==> config.mk <==
export PLATFORM = sky130hd
export DESIGN_NAME = gpio_config_loader_flat
export DESIGN_NICKNAME = d
export VERILOG_FILES = /design/src/rtl/gpio_config_loader_if.sv /design/src/rtl/gpio_config_loader.sv /design/src/flat_wrapper.sv
export SDC_FILE = /design/constraint.sdc
export NUM_CORES = 1
export LEC_CHECK = 0
export BUFFER_PORTS_ARGS = -buffer_cell sky130_fd_sc_hd__buf_2
export CORE_MARGIN = 2
export CORE_UTILIZATION = 51
export CTS_BUF_LIST = sky130_fd_sc_hd__clkbuf_8
export DETAILED_ROUTE_END_ITERATION = 6
export GPL_TIMING_DRIVEN = 1
export PLACE_DENSITY = 0.86
export SYNTH_ARGS = -nofsm -noshare
export SYNTH_HDL_FRONTEND = slang
export SYNTH_SLANG_ARGS = --single-unit
==> constraint.sdc <==
create_clock -name wb_clk_i -period 1.6 [get_ports wb_clk_i]
set_input_delay 0.08 -clock wb_clk_i [delete_from_list [all_inputs] [get_ports wb_clk_i]]
set_output_delay 0.08 -clock wb_clk_i [all_outputs]
set_load 0.1 [all_outputs]
==> src/rtl/gpio_config_loader_if.sv <==
// Pad configuration bus: serial shift path, strobes, and decoded pad-control fields.
// The loader sits on the slave side; housekeeping/testbench drives the master side.
interface gpio_config_loader_if #(
    parameter int CFG_WIDTH = 13
);
    // Inputs to the loader
    logic [CFG_WIDTH-1:0] gpio_defaults;
    logic                 serial_data_in;
    logic                 serial_shift;
    logic                 serial_load;
    logic                 defaults_reload;

    // Outputs from the loader
    logic                 serial_data_out;
    logic [CFG_WIDTH-1:0] config_word;
    logic                 mgmt_ena;
    logic                 gpio_outenb;
    logic                 gpio_holdover;
    logic                 gpio_inenb;
    logic                 gpio_ib_mode_sel;
    logic                 gpio_ana_en;
    logic                 gpio_ana_sel;
    logic                 gpio_ana_pol;
    logic                 gpio_slow_sel;
    logic                 gpio_vtrip_sel;
    logic [2:0]           gpio_dm;
    logic                 config_updated;
    logic                 load_err;

    modport master (
        output gpio_defaults,
        output serial_data_in,
        output serial_shift,
        output serial_load,
        output defaults_reload,
        input  serial_data_out,
        input  config_word,
        input  mgmt_ena,
        input  gpio_outenb,
        input  gpio_holdover,
        input  gpio_inenb,
        input  gpio_ib_mode_sel,
        input  gpio_ana_en,
        input  gpio_ana_sel,
        input  gpio_ana_pol,
        input  gpio_slow_sel,
        input  gpio_vtrip_sel,
        input  gpio_dm,
        input  config_updated,
        input  load_err
    );

    modport slave (
        input  gpio_defaults,
        input  serial_data_in,
        input  serial_shift,
        input  serial_load,
        input  defaults_reload,
        output serial_data_out,
        output config_word,
        output mgmt_ena,
        output gpio_outenb,
        output gpio_holdover,
        output gpio_inenb,
        output gpio_ib_mode_sel,
        output gpio_ana_en,
        output gpio_ana_sel,
        output gpio_ana_pol,
        output gpio_slow_sel,
        output gpio_vtrip_sel,
        output gpio_dm,
        output config_updated,
        output load_err
    );
endinterface

==> src/rtl/gpio_config_loader.sv <==
// Per-pad config register: daisy-chained serial shift path loaded into a 13-bit active word.
// All outputs come straight from flops, one cycle after the strobe; strobes are never stalled.
module gpio_config_loader #(
    parameter int CFG_WIDTH   = 13,
    parameter bit CHECK_COUNT = 1'b1
) (
    input  logic               wb_clk_i,
    input  logic               wb_rst_i,
    gpio_config_loader_if.slave pad
);
    if (CFG_WIDTH != 13) begin : g_bad_width
        $error("gpio_config_loader: CFG_WIDTH must be 13");
    end

    localparam logic [3:0] FULL_CNT = 4'(CFG_WIDTH);

    logic [CFG_WIDTH-1:0] shreg_q,  shreg_d;
    logic [3:0]           bit_cnt_q, bit_cnt_d;
    logic [CFG_WIDTH-1:0] config_q, config_d;
    logic                 updated_q, updated_d;
    logic                 load_err_q, load_err_d;
    logic                 load_ok;

    // The count gate only matters when CHECK_COUNT is set; otherwise any load is taken.
    assign load_ok = !CHECK_COUNT || (bit_cnt_q == FULL_CNT);

    always_comb begin
        shreg_d    = shreg_q;
        bit_cnt_d  = bit_cnt_q;
        config_d   = config_q;
        updated_d  = 1'b0;
        load_err_d = load_err_q;

        if (pad.serial_shift) begin
            shreg_d = {shreg_q[CFG_WIDTH-2:0], pad.serial_data_in};
            if (bit_cnt_q != FULL_CNT) begin
                bit_cnt_d = bit_cnt_q + 4'd1;
            end
        end

        // Reload outranks load; both restart the bit count after any same-cycle shift.
        if (pad.defaults_reload) begin
            config_d   = pad.gpio_defaults;
            bit_cnt_d  = 4'd0;
            load_err_d = 1'b0;
            updated_d  = 1'b1;
        end else if (pad.serial_load) begin
            bit_cnt_d = 4'd0;
            if (load_ok) begin
                config_d  = shreg_q;
                updated_d = 1'b1;
            end else begin
                load_err_d = 1'b1;
            end
        end
    end

    always_ff @(posedge wb_clk_i) begin
        if (wb_rst_i) begin
            shreg_q    <= '0;
            bit_cnt_q  <= 4'd0;
            config_q   <= pad.gpio_defaults;
            updated_q  <= 1'b0;
            load_err_q <= 1'b0;
        end else begin
            shreg_q    <= shreg_d;
            bit_cnt_q  <= bit_cnt_d;
            config_q   <= config_d;
            updated_q  <= updated_d;
            load_err_q <= load_err_d;
        end
    end

    assign pad.serial_data_out  = shreg_q[CFG_WIDTH-1];
    assign pad.config_word      = config_q;
    assign pad.mgmt_ena         = config_q[0];
    assign pad.gpio_outenb      = config_q[1];
    assign pad.gpio_holdover    = config_q[2];
    assign pad.gpio_inenb       = config_q[3];
    assign pad.gpio_ib_mode_sel = config_q[4];
    assign pad.gpio_ana_en      = config_q[5];
    assign pad.gpio_ana_sel     = config_q[6];
    assign pad.gpio_ana_pol     = config_q[7];
    assign pad.gpio_slow_sel    = config_q[8];
    assign pad.gpio_vtrip_sel   = config_q[9];
    assign pad.gpio_dm          = config_q[12:10];
    assign pad.config_updated   = updated_q;
    assign pad.load_err         = load_err_q;
endmodule

==> src/flat_wrapper.sv <==
// flat-port wrapper written by rule: the top's interface ports become plain ports
module gpio_config_loader_flat 
#(
    parameter int CFG_WIDTH   = 13,
    parameter bit CHECK_COUNT = 1'b1
)
  (wb_clk_i, wb_rst_i, pad_gpio_defaults, pad_serial_data_in, pad_serial_shift, pad_serial_load, pad_defaults_reload, pad_serial_data_out, pad_config_word, pad_mgmt_ena, pad_gpio_outenb, pad_gpio_holdover, pad_gpio_inenb, pad_gpio_ib_mode_sel, pad_gpio_ana_en, pad_gpio_ana_sel, pad_gpio_ana_pol, pad_gpio_slow_sel, pad_gpio_vtrip_sel, pad_gpio_dm, pad_config_updated, pad_load_err);
  gpio_config_loader_if #(.CFG_WIDTH(CFG_WIDTH)) pad_i ();
  input  logic wb_clk_i;
  input  logic wb_rst_i;
  input wire logic [$bits(pad_i.gpio_defaults)-1:0] pad_gpio_defaults;
  input wire logic [$bits(pad_i.serial_data_in)-1:0] pad_serial_data_in;
  input wire logic [$bits(pad_i.serial_shift)-1:0] pad_serial_shift;
  input wire logic [$bits(pad_i.serial_load)-1:0] pad_serial_load;
  input wire logic [$bits(pad_i.defaults_reload)-1:0] pad_defaults_reload;
  output wire logic [$bits(pad_i.serial_data_out)-1:0] pad_serial_data_out;
  output wire logic [$bits(pad_i.config_word)-1:0] pad_config_word;
  output wire logic [$bits(pad_i.mgmt_ena)-1:0] pad_mgmt_ena;
  output wire logic [$bits(pad_i.gpio_outenb)-1:0] pad_gpio_outenb;
  output wire logic [$bits(pad_i.gpio_holdover)-1:0] pad_gpio_holdover;
  output wire logic [$bits(pad_i.gpio_inenb)-1:0] pad_gpio_inenb;
  output wire logic [$bits(pad_i.gpio_ib_mode_sel)-1:0] pad_gpio_ib_mode_sel;
  output wire logic [$bits(pad_i.gpio_ana_en)-1:0] pad_gpio_ana_en;
  output wire logic [$bits(pad_i.gpio_ana_sel)-1:0] pad_gpio_ana_sel;
  output wire logic [$bits(pad_i.gpio_ana_pol)-1:0] pad_gpio_ana_pol;
  output wire logic [$bits(pad_i.gpio_slow_sel)-1:0] pad_gpio_slow_sel;
  output wire logic [$bits(pad_i.gpio_vtrip_sel)-1:0] pad_gpio_vtrip_sel;
  output wire logic [$bits(pad_i.gpio_dm)-1:0] pad_gpio_dm;
  output wire logic [$bits(pad_i.config_updated)-1:0] pad_config_updated;
  output wire logic [$bits(pad_i.load_err)-1:0] pad_load_err;
  assign pad_i.gpio_defaults = pad_gpio_defaults;
  assign pad_i.serial_data_in = pad_serial_data_in;
  assign pad_i.serial_shift = pad_serial_shift;
  assign pad_i.serial_load = pad_serial_load;
  assign pad_i.defaults_reload = pad_defaults_reload;
  assign pad_serial_data_out = pad_i.serial_data_out;
  assign pad_config_word = pad_i.config_word;
  assign pad_mgmt_ena = pad_i.mgmt_ena;
  assign pad_gpio_outenb = pad_i.gpio_outenb;
  assign pad_gpio_holdover = pad_i.gpio_holdover;
  assign pad_gpio_inenb = pad_i.gpio_inenb;
  assign pad_gpio_ib_mode_sel = pad_i.gpio_ib_mode_sel;
  assign pad_gpio_ana_en = pad_i.gpio_ana_en;
  assign pad_gpio_ana_sel = pad_i.gpio_ana_sel;
  assign pad_gpio_ana_pol = pad_i.gpio_ana_pol;
  assign pad_gpio_slow_sel = pad_i.gpio_slow_sel;
  assign pad_gpio_vtrip_sel = pad_i.gpio_vtrip_sel;
  assign pad_gpio_dm = pad_i.gpio_dm;
  assign pad_config_updated = pad_i.config_updated;
  assign pad_load_err = pad_i.load_err;
  gpio_config_loader #(.CFG_WIDTH(CFG_WIDTH), .CHECK_COUNT(CHECK_COUNT)) u_core (.wb_clk_i(wb_clk_i), .wb_rst_i(wb_rst_i), .pad(pad_i));
endmodule
==> flow_summary_export.csv, run 1 <==
group,metric,value,unit
layout,utilization,0.619,
layout,layout_commonest_cell,"buf_2",
worst_setup_path,critPathKind,"flop to flop",
layout,layout.nets,177,
detailed_routing,route.detailed.drc,0,
detailed_routing,m1WireLength,1040,um
layout,drive_gt1_frac,0.484,
place,place_ws,119,ps
cts,htreeDepth,2,
timing,maxSlewHeadroom,0.673,
worst_setup_path,path_cells,"inv_1, ha_1, and3_1, nand2_1, nand2_1, buf_4",
die,die_x,56.7,um
cts,cts.clk_slew.worst_paths,60,ps
detailed_routing,ant_nets,0,
grt,grt_pass1_wl,4130,um
logic_synthesis,yosys_register_bits,32,
logic_synthesis,yosys_warnings,0,
layout,area_delta_synth_final,17.3,%
layout,multi_input_area,493,um^2
timing,tns,0,ps
cts,cts_hold_buf,0,
die,fp.dieArea,3220,um^2
timing,hold_viol,0,
timing,slew_violations,0,
logic_synthesis,synth_nets,138,
layout,diodes,0,
cts,post_cts_buffers,0,
worst_setup_path,cpMostUsedCell,"nand2_1",
detailed_routing,drt_iter0_markers,16,
die,ios,48,
worst_setup_path,reg2reg_slack,120,ps
place,port_buffers,47,
grt,grtUsageTotal,0.174,
place,dpl.hpwl,1780,um
die,start_util,0.528,
cts,ctsRootBufferMaster,"clkbuf_8",
worst_setup_path,required,1630,ps
cts,cts_tree,"done",
logic_synthesis,synth-seq-area-share,0.544,
grt,grt_pass1_vias,914,
hold_path,hold_path_class,"input port to flop",
logic_synthesis,synth_area,1420,um^2
grt,antenna_found_initial,0,
worst_setup_path,cp-end-kind,"flop",
cts,cts_buffers,5,
logic_synthesis,async_reset_ff_frac,0,
worst_setup_path,cp_top_family,"simple AND/OR/NAND/NOR gates",
worst_setup_path,crit_buf_inv,2,
worst_setup_path,cpMaxStageDelayCell,"dfxtp_1",
grt,grt_max_degree,17,
pwr,ir_drop,1.08,mV
worst_setup_path,critPathMaxStageDelay,380,ps
detailed_routing,wire_per_inst,13.4,um
detailed_routing,vias,962,
layout,fillers,237,
pwr,power_leakage,0.762,nW
die,rows,19,
cts,cts_sinks,32,
detailed_routing,finalWirelength,2520,um
cts,cts_max_path_buffers,2,
cts,insertion_delay,280,ps
timing,fin_crit,1480,ps
place,gp_congestion,0.819,
timing,finalCritPeriodShare,0.924,
logic_synthesis,synth-edff-count,13,
logic_synthesis,ys_dominant_reg_cell,"dfxtp_1",
detailed_routing,via_per_inst,5.12,
grt,grt.overflow.total,0,
worst_setup_path,arrival,1510,ps
detailed_routing,dr_wl_met2,1270,um
cts,ctsResizeCount,0,
logic_synthesis,avgSynthCellArea,12.1,um^2
detailed_routing,route.met3.wl,178,um
timing,worstMarginPinSlew,494,ps
pwr,p_per_area,1320,nW/um^2
detailed_routing,firstDrtPassIters,4,
status,status,"finished, final reports clean",
die,core-area,2690,um^2
timing,fmax,676,MHz
timing,clock-skew-final,3.58,ps
logic_synthesis,netlist-cell-type-count,24,
place,place_area,1570,um^2
layout,mostFrequentLayoutCells,"47 x buf_2, 18 x dfxtp_1",
worst_setup_path,cp_max_fo,13,
detailed_routing,highest_layer,"met4",
logic_synthesis,netlist_instances,117,
layout,layout.area.seq,772,um^2
timing,layout_setup_ws,121,ps
worst_setup_path,start_kind,"flop",
die,die_height,56.7,um
flow_run,drv_cap,0,
timing,rsz0062_at_grt,"no",
layout,postLayoutCellArea,1660,um^2
timing,setup_viol,0,
pwr,power.total,0.00220,W
[path summary, 6_finish.rpt]
check / start / endpoint / cells past startpoint
setup reg to reg: u_core.bit_cnt_q[1] / u_core.pad.config_word[7] / 6
hold reg to reg: u_core.pad.load_err / u_core.pad.load_err / 2
setup / recovery: u_core.bit_cnt_q[1] / u_core.pad.config_word[7] / 6
hold / removal: pad_serial_data_in / u_core.shreg_q[0] / 3
[power breakdown]
group	internal [W]	leakage (nW)	switching (W)
Combinational	0.0000997	0.422	0.000567
Sequential	0.000893	0.290	0.0000175
Clock	0.000338	0.0500	0.000281
Total	0.00133	0.762	0.000866
[synth_stat cells (2+ instances only)]
cell      instances  area share
dfxtp_1          19        0.27
buf_4            14       0.074
edfxtp_1         13        0.28
mux2_2           13        0.10
mux2i_1          13       0.092
nor2_1           13       0.034
a21oi_1           7       0.025
buf_6             3       0.024
nand2_1           3      0.0079
and3_1            2      0.0088
ha_1              2       0.018
inv_1             2      0.0053
o21ai_0           2      0.0071
[worst reg2reg max path, cell delays in order (launching register included)]
cell     delay, ps
dfxtp_1        380
inv_1           60
ha_1           200
and3_1         230
nand2_1        100
nand2_1         60
buf_4          210
[area by class of cell]
class,instances,area share
Multi-Input combinational cell,64,0.296
Clock buffer,6,0.0497
Inverter,3,0.00677
Tap cell,31,0.0233
Clock inverter,2,0.00451
Sequential cell,32,0.464
Timing Repair Buffer,50,0.155
[cells by family (layout without fill, tap and decap cells)]
group / after synthesis / after routing / synth area share
adders and majority gates: 2 / 2 / 0.0176
AOI/OAI and AO/OA: 10 / 10 / 0.0406
and+or+nand+nor: 26 / 26 / 0.0944
buffers and inverters: 21 / 61 / 0.109
DFF: 32 / 32 / 0.544
muxes: 26 / 26 / 0.195
[per-stage QoR]
stage,instances,hold slack [ps]
after floorplan,117,159
after global placement,180,326
after detailed placement,180,340
after CTS,188,43.1
after global routing,188,52.1
final,188,47.1
[state kept, by name, indices dropped and copies added (netlist names)]
signal                     count
u_core.pad.config_word        13
u_core.shreg_q                13
u_core.pad.config_updated      1
u_core.pad.load_err            1
u_core.bit_cnt_q               4
[layer usage]
layer  GRT usage  vias up
met5           0        -
met3      0.0806        6
li1            -      473
met4      0.0952        0
met1       0.191      450
met2       0.277       33
(Power assumes the default switching activity.)
==> run 2: changes to the inputs <==
--- a/config.mk
+++ b/config.mk
@@ -6,11 +6,13 @@
 export NUM_CORES = 1
 export LEC_CHECK = 0
 export BUFFER_PORTS_ARGS = -buffer_cell sky130_fd_sc_hd__buf_2
+export CORE_ASPECT_RATIO = 1.4
 export CORE_MARGIN = 2
 export CORE_UTILIZATION = 51
 export CTS_BUF_LIST = sky130_fd_sc_hd__clkbuf_8
 export DETAILED_ROUTE_END_ITERATION = 6
 export GPL_TIMING_DRIVEN = 1
+export HOLD_SLACK_MARGIN = 0.02
 export PLACE_DENSITY = 0.86
 export SYNTH_ARGS = -nofsm -noshare
 export SYNTH_HDL_FRONTEND = slang
==> flow_summary_export.csv, run 2 (same netlist as run 1, synthesis figures left out) <==
group,metric,value,unit
worst_setup_path,required,1590,ps
hold_path,hp-start,"pad_defaults_reload",
worst_setup_path,arrival,1450,ps
detailed_routing,vias,950,
die,fp.dieArea,3220,um^2
layout,utilization,0.626,
worst_setup_path,critPathLaunch,"u_core.bit_cnt_q[0]",
cts,ctsRootBufferMaster,"clkbuf_8",
cts,cts_max_path_buffers,2,
detailed_routing,dr_wl_met2,1280,um
timing,rsz0062_at_grt,"no",
timing,hold_ws,38.3,ps
pwr,p_int,0.00128,W
pwr,p_seq_frac,0.426,
status,status,"finished, final reports clean",
detailed_routing,m1WireLength,910,um
die,ios,48,
timing,hold_viol,0,
detailed_routing,firstDrtPassIters,4,
timing,finalCritPeriodShare,0.913,
pwr,clockPowerShare,0.263,
detailed_routing,finalWirelength,2410,um
die,die_height,66.4,um
grt,grt_pass1_wl,4000,um
timing,worstMarginPinSlew,492,ps
detailed_routing,drt_iter0_markers,15,
detailed_routing,wire_per_inst,12.5,um
grt,grt.overflow.total,0,
pwr,pwr-share-comb,0.311,
grt,antenna_found_initial,0,
worst_setup_path,start_kind,"flop",
cts,cts_sinks,32,
worst_setup_path,cp-end-kind,"flop",
layout,area_delta_synth_final,16.8,%
cts,cts_hold_buf,0,
layout,layout.nets,176,
pwr,ir_drop,0.726,mV
grt,grt_max_degree,18,
timing,tns,0,ps
timing,clock-skew-final,2.10,ps
worst_setup_path,timing.rr.start,"u_core.bit_cnt_q[0]",
worst_setup_path,critPathKind,"flop to flop",
detailed_routing,via_per_inst,4.95,
cts,htreeDepth,2,
layout,drive_gt1_frac,0.474,
die,rows,22,
grt,grt_pass1_vias,906,
detailed_routing,highest_layer,"met4",
detailed_routing,route.detailed.drc,0,
pwr,power_leakage,0.758,nW
die,start_util,0.536,
die,core-area,2640,um^2
timing,fmax,684,MHz
pwr,p_switching,0.000853,W
detailed_routing,ant_nets,0,
layout,diodes,0,
pwr,power.total,0.00214,W
timing,maxSlewHeadroom,0.674,
flow_run,drv_cap,0,
grt,grtUsageTotal,0.172,
timing,slew_violations,0,
layout,mostFrequentLayoutCells,"47 x buf_2, 19 x dfxtp_1",
cts,cts_buffers,5,
place,dpl.hpwl,1770,um
layout,layout_commonest_cell,"buf_2",
pwr,p_per_area,1290,nW/um^2
cts,cts_tree,"done",
hold_path,hold_path_class,"input port to flop",
timing,setup_viol,0,
cts,cts.clk_slew.worst_paths,60,ps
pwr,sw_frac_of_total,0.399,
place,gp_congestion,0.683,
cts,insertion_delay,280,ps
detailed_routing,route.met3.wl,159,um
worst_setup_path,cp_max_fo,13,
die,die_x,48.6,um
timing,fin_crit,1460,ps
place,port_buffers,47,
run 2: metal layers:
metal,up-vias,GRT usage
li1,474,-
met3,6,0.0656
met5,-,0
met1,437,0.169
met2,33,0.309
met4,0,0.0964
run 2: worst paths after layout:
path                          endpoint  slack (ps)  depth (start not counted)
max          u_core.pad.config_word[0]         140                          5
max reg2reg  u_core.pad.config_word[0]         140                          5
min reg2reg         u_core.shreg_q[12]         510                          2
min                u_core.pad.load_err          40                          2
run 2: metrics by stage:
step / cells / setup slack [ps] / instance area [um^2]
2_1_floorplan: 117 / 139 / 1420
3_3_place_gp: 184 / 208 / 1570
3_5_place_dp: 184 / 129 / 1570
4_1_cts: 192 / 114 / 1650
5_1_grt: 192 / 21.5 / 1660
6_report: 192 / 139 / 1660
run 2: timing repair:
action                     4_1_cts  5_1_grt
setup endpoints to repair        0       13
buffers inserted                 0        0
resized for setup                0        1
run 2: layout make-up:
type                            instances  area [um^2]
Fill cell                             227          987
Sequential cell                        32          771
Multi-Input combinational cell         64          493
Timing Repair Buffer                   49          254
Clock buffer                            5         68.8
Tap cell                               36         45.0
Clock inverter                          3         12.5
Inverter                                3         11.3
run 2: power groups by stage:
stage          Clock [W]  Sequential, W  Combinational (W)
2_1_floorplan          0        0.00119           0.000362
3_3_place_gp           0       0.000925           0.000663
3_5_place_dp           0       0.000928           0.000666
4_1_cts         0.000573       0.000911           0.000667
5_1_grt         0.000611       0.000915           0.000684
6_report        0.000561       0.000910           0.000665
run 2: critical path, stage by stage, from the launching register on:
cell	delay (ps)
dfxtp_1	400
ha_1	210
and3_1	230
nand2_1	80
nand2_1	80
buf_6	170
==> run 3: changes to the inputs <==
==> constraint.sdc (replaced) <==
create_clock -name wb_clk_i -period 1.6 [get_ports wb_clk_i]
set_input_delay 0.24 -clock wb_clk_i [delete_from_list [all_inputs] [get_ports wb_clk_i]]
set_output_delay 0.24 -clock wb_clk_i [all_outputs]
set_load 0.1 [all_outputs]
==> flow_summary_export.csv, run 3 (same netlist as run 1, synthesis figures left out) <==
group,metric,value,unit
layout,diodes,0,
layout,layout.nets,177,
layout,mostFrequentLayoutCells,"47 x buf_2, 19 x dfxtp_1",
cts,ctsRootBufferMaster,"clkbuf_8",
timing,slew_violations,0,
worst_setup_path,critPathMaxStageDelay,410,ps
pwr,p_per_area,1320,nW/um^2
detailed_routing,route.detailed.drc,0,
worst_setup_path,start_kind,"flop",
flow_run,drv_cap,0,
detailed_routing,firstDrtPassIters,4,
cts,cts.clk_slew.worst_paths,60,ps
timing,maxSlewHeadroom,0.674,
cts,post_cts_buffers,0,
worst_setup_path,cp-end-kind,"flop",
grt,grtUsageTotal,0.166,
grt,antenna_found_initial,0,
pwr,power.total,0.00223,W
place,place_area,1590,um^2
die,die_height,66.4,um
layout,layout_commonest_cell,"buf_2",
place,gp_congestion,0.684,
die,die_x,48.6,um
layout,area_delta_synth_final,19.2,%
worst_setup_path,cpMaxStageDelayCell,"dfxtp_1",
worst_setup_path,cp_top_family,"flip-flops",
cts,cts_sinks,32,
layout,layout.area.seq,771,um^2
timing,fmax,680,MHz
timing,hold_viol,0,
timing,fin_crit,1470,ps
grt,grt_max_degree,17,
cts,cts_tree,"done",
die,ios,48,
timing,tns,0,ps
worst_setup_path,arrival,1460,ps
timing,worstMarginPinSlew,493,ps
worst_setup_path,crit_buf_inv,1,
worst_setup_path,path_cells,"ha_1, and3_1, nand2_1, nand2_1, buf_12",
cts,cts_max_path_buffers,2,
place,place_ws,153,ps
layout,postLayoutCellArea,1690,um^2
cts,cts_hold_buf,0,
grt,grt_pass1_wl,4000,um
place,port_buffers,47,
pwr,power_leakage,0.772,nW
cts,htreeDepth,2,
pwr,ir_drop,0.652,mV
hold_path,hold_path_class,"input port to flop",
die,fp.dieArea,3220,um^2
die,start_util,0.536,
timing,finalCritPeriodShare,0.919,
detailed_routing,ant_nets,0,
grt,grt_pass1_vias,949,
layout,drive_gt1_frac,0.484,
status,status,"finished, final reports clean",
cts,cts_buffers,5,
cts,insertion_delay,280,ps
worst_setup_path,critPathKind,"flop to flop",
die,core-area,2640,um^2
detailed_routing,via_per_inst,4.90,
layout,utilization,0.640,
timing,rsz0062_at_grt,"no",
worst_setup_path,cpMostUsedCell,"nand2_1",
worst_setup_path,required,1590,ps
detailed_routing,finalWirelength,2360,um
worst_setup_path,cp_max_fo,13,
layout,multi_input_area,493,um^2
timing,layout_setup_ws,129,ps
die,rows,22,
cts,ctsResizeCount,0,
detailed_routing,wire_per_inst,12.2,um
detailed_routing,vias,945,
layout,fillers,230,
grt,grt.overflow.total,0,
detailed_routing,drt_iter0_markers,11,
timing,setup_viol,0,
timing,clock-skew-final,6.47,ps
place,dpl.hpwl,1790,um
[run 3: cell types whose count changed in the layout (fill, tap and decap cells not counted)]
cell      delta
inv_1        -1
buf_4        +1
clkinv_2     -1
buf_12       +1
clkbuf_8     +2
buf_6        -1
[run 3: worst register-to-register path, delay by kind of cell (launching register included)]
kind                     cells  cell delay (ps)
adder cells (fa/ha/maj)      1              220
buffers and inverters        1              150
flip-flops                   1              410
AND/OR/NAND/NOR              3              410
[run 3: worst paths after layout]
kind	startpoint	endpoint	slack [ps]	cells after the start
worst max-delay path	u_core.bit_cnt_q[0]	u_core.pad.config_word[2]	130	5
worst min-delay path	pad_defaults_reload	u_core.pad.load_err	200	2
worst max register to register	u_core.bit_cnt_q[0]	u_core.pad.config_word[2]	130	5
worst min register to register	u_core.shreg_q[12]	u_core.shreg_q[12]	510	2
[run 3: metrics by stage]
step	hold WS, ps	std cells
after global placement	484	185
final	201	193
after floorplan	319	117
after global routing	217	193
after detailed placement	490	185
after CTS	197	193
[run 3: report_power, final]
part,leakage (nW),switching (W),internal [W],total [W]
Clock,0.0557,0.000267,0.000385,0.000652
Sequential,0.289,0.0000166,0.000893,0.000910
Combinational,0.427,0.000567,0.000103,0.000670
Total,0.772,0.000850,0.00138,0.00223
[run 3: area by class of cell]
| class | count | share of cell area |
|---|---|---|
| clock inverter | 1 | 0.00222 |
| inverter | 3 | 0.00666 |
| clock buffer | 7 | 0.0570 |
| tap | 36 | 0.0266 |
| multi-input combinational | 64 | 0.292 |
| timing repair buffer | 50 | 0.160 |
| sequential | 32 | 0.456 |
[run 3: metal layers]
layer | routed length (um) | GRT usage
met3 | 126 | 0.0452
met4 | 65 | 0.121
met2 | 1250 | 0.304
met1 | 915 | 0.159
met5 | 0 | 0
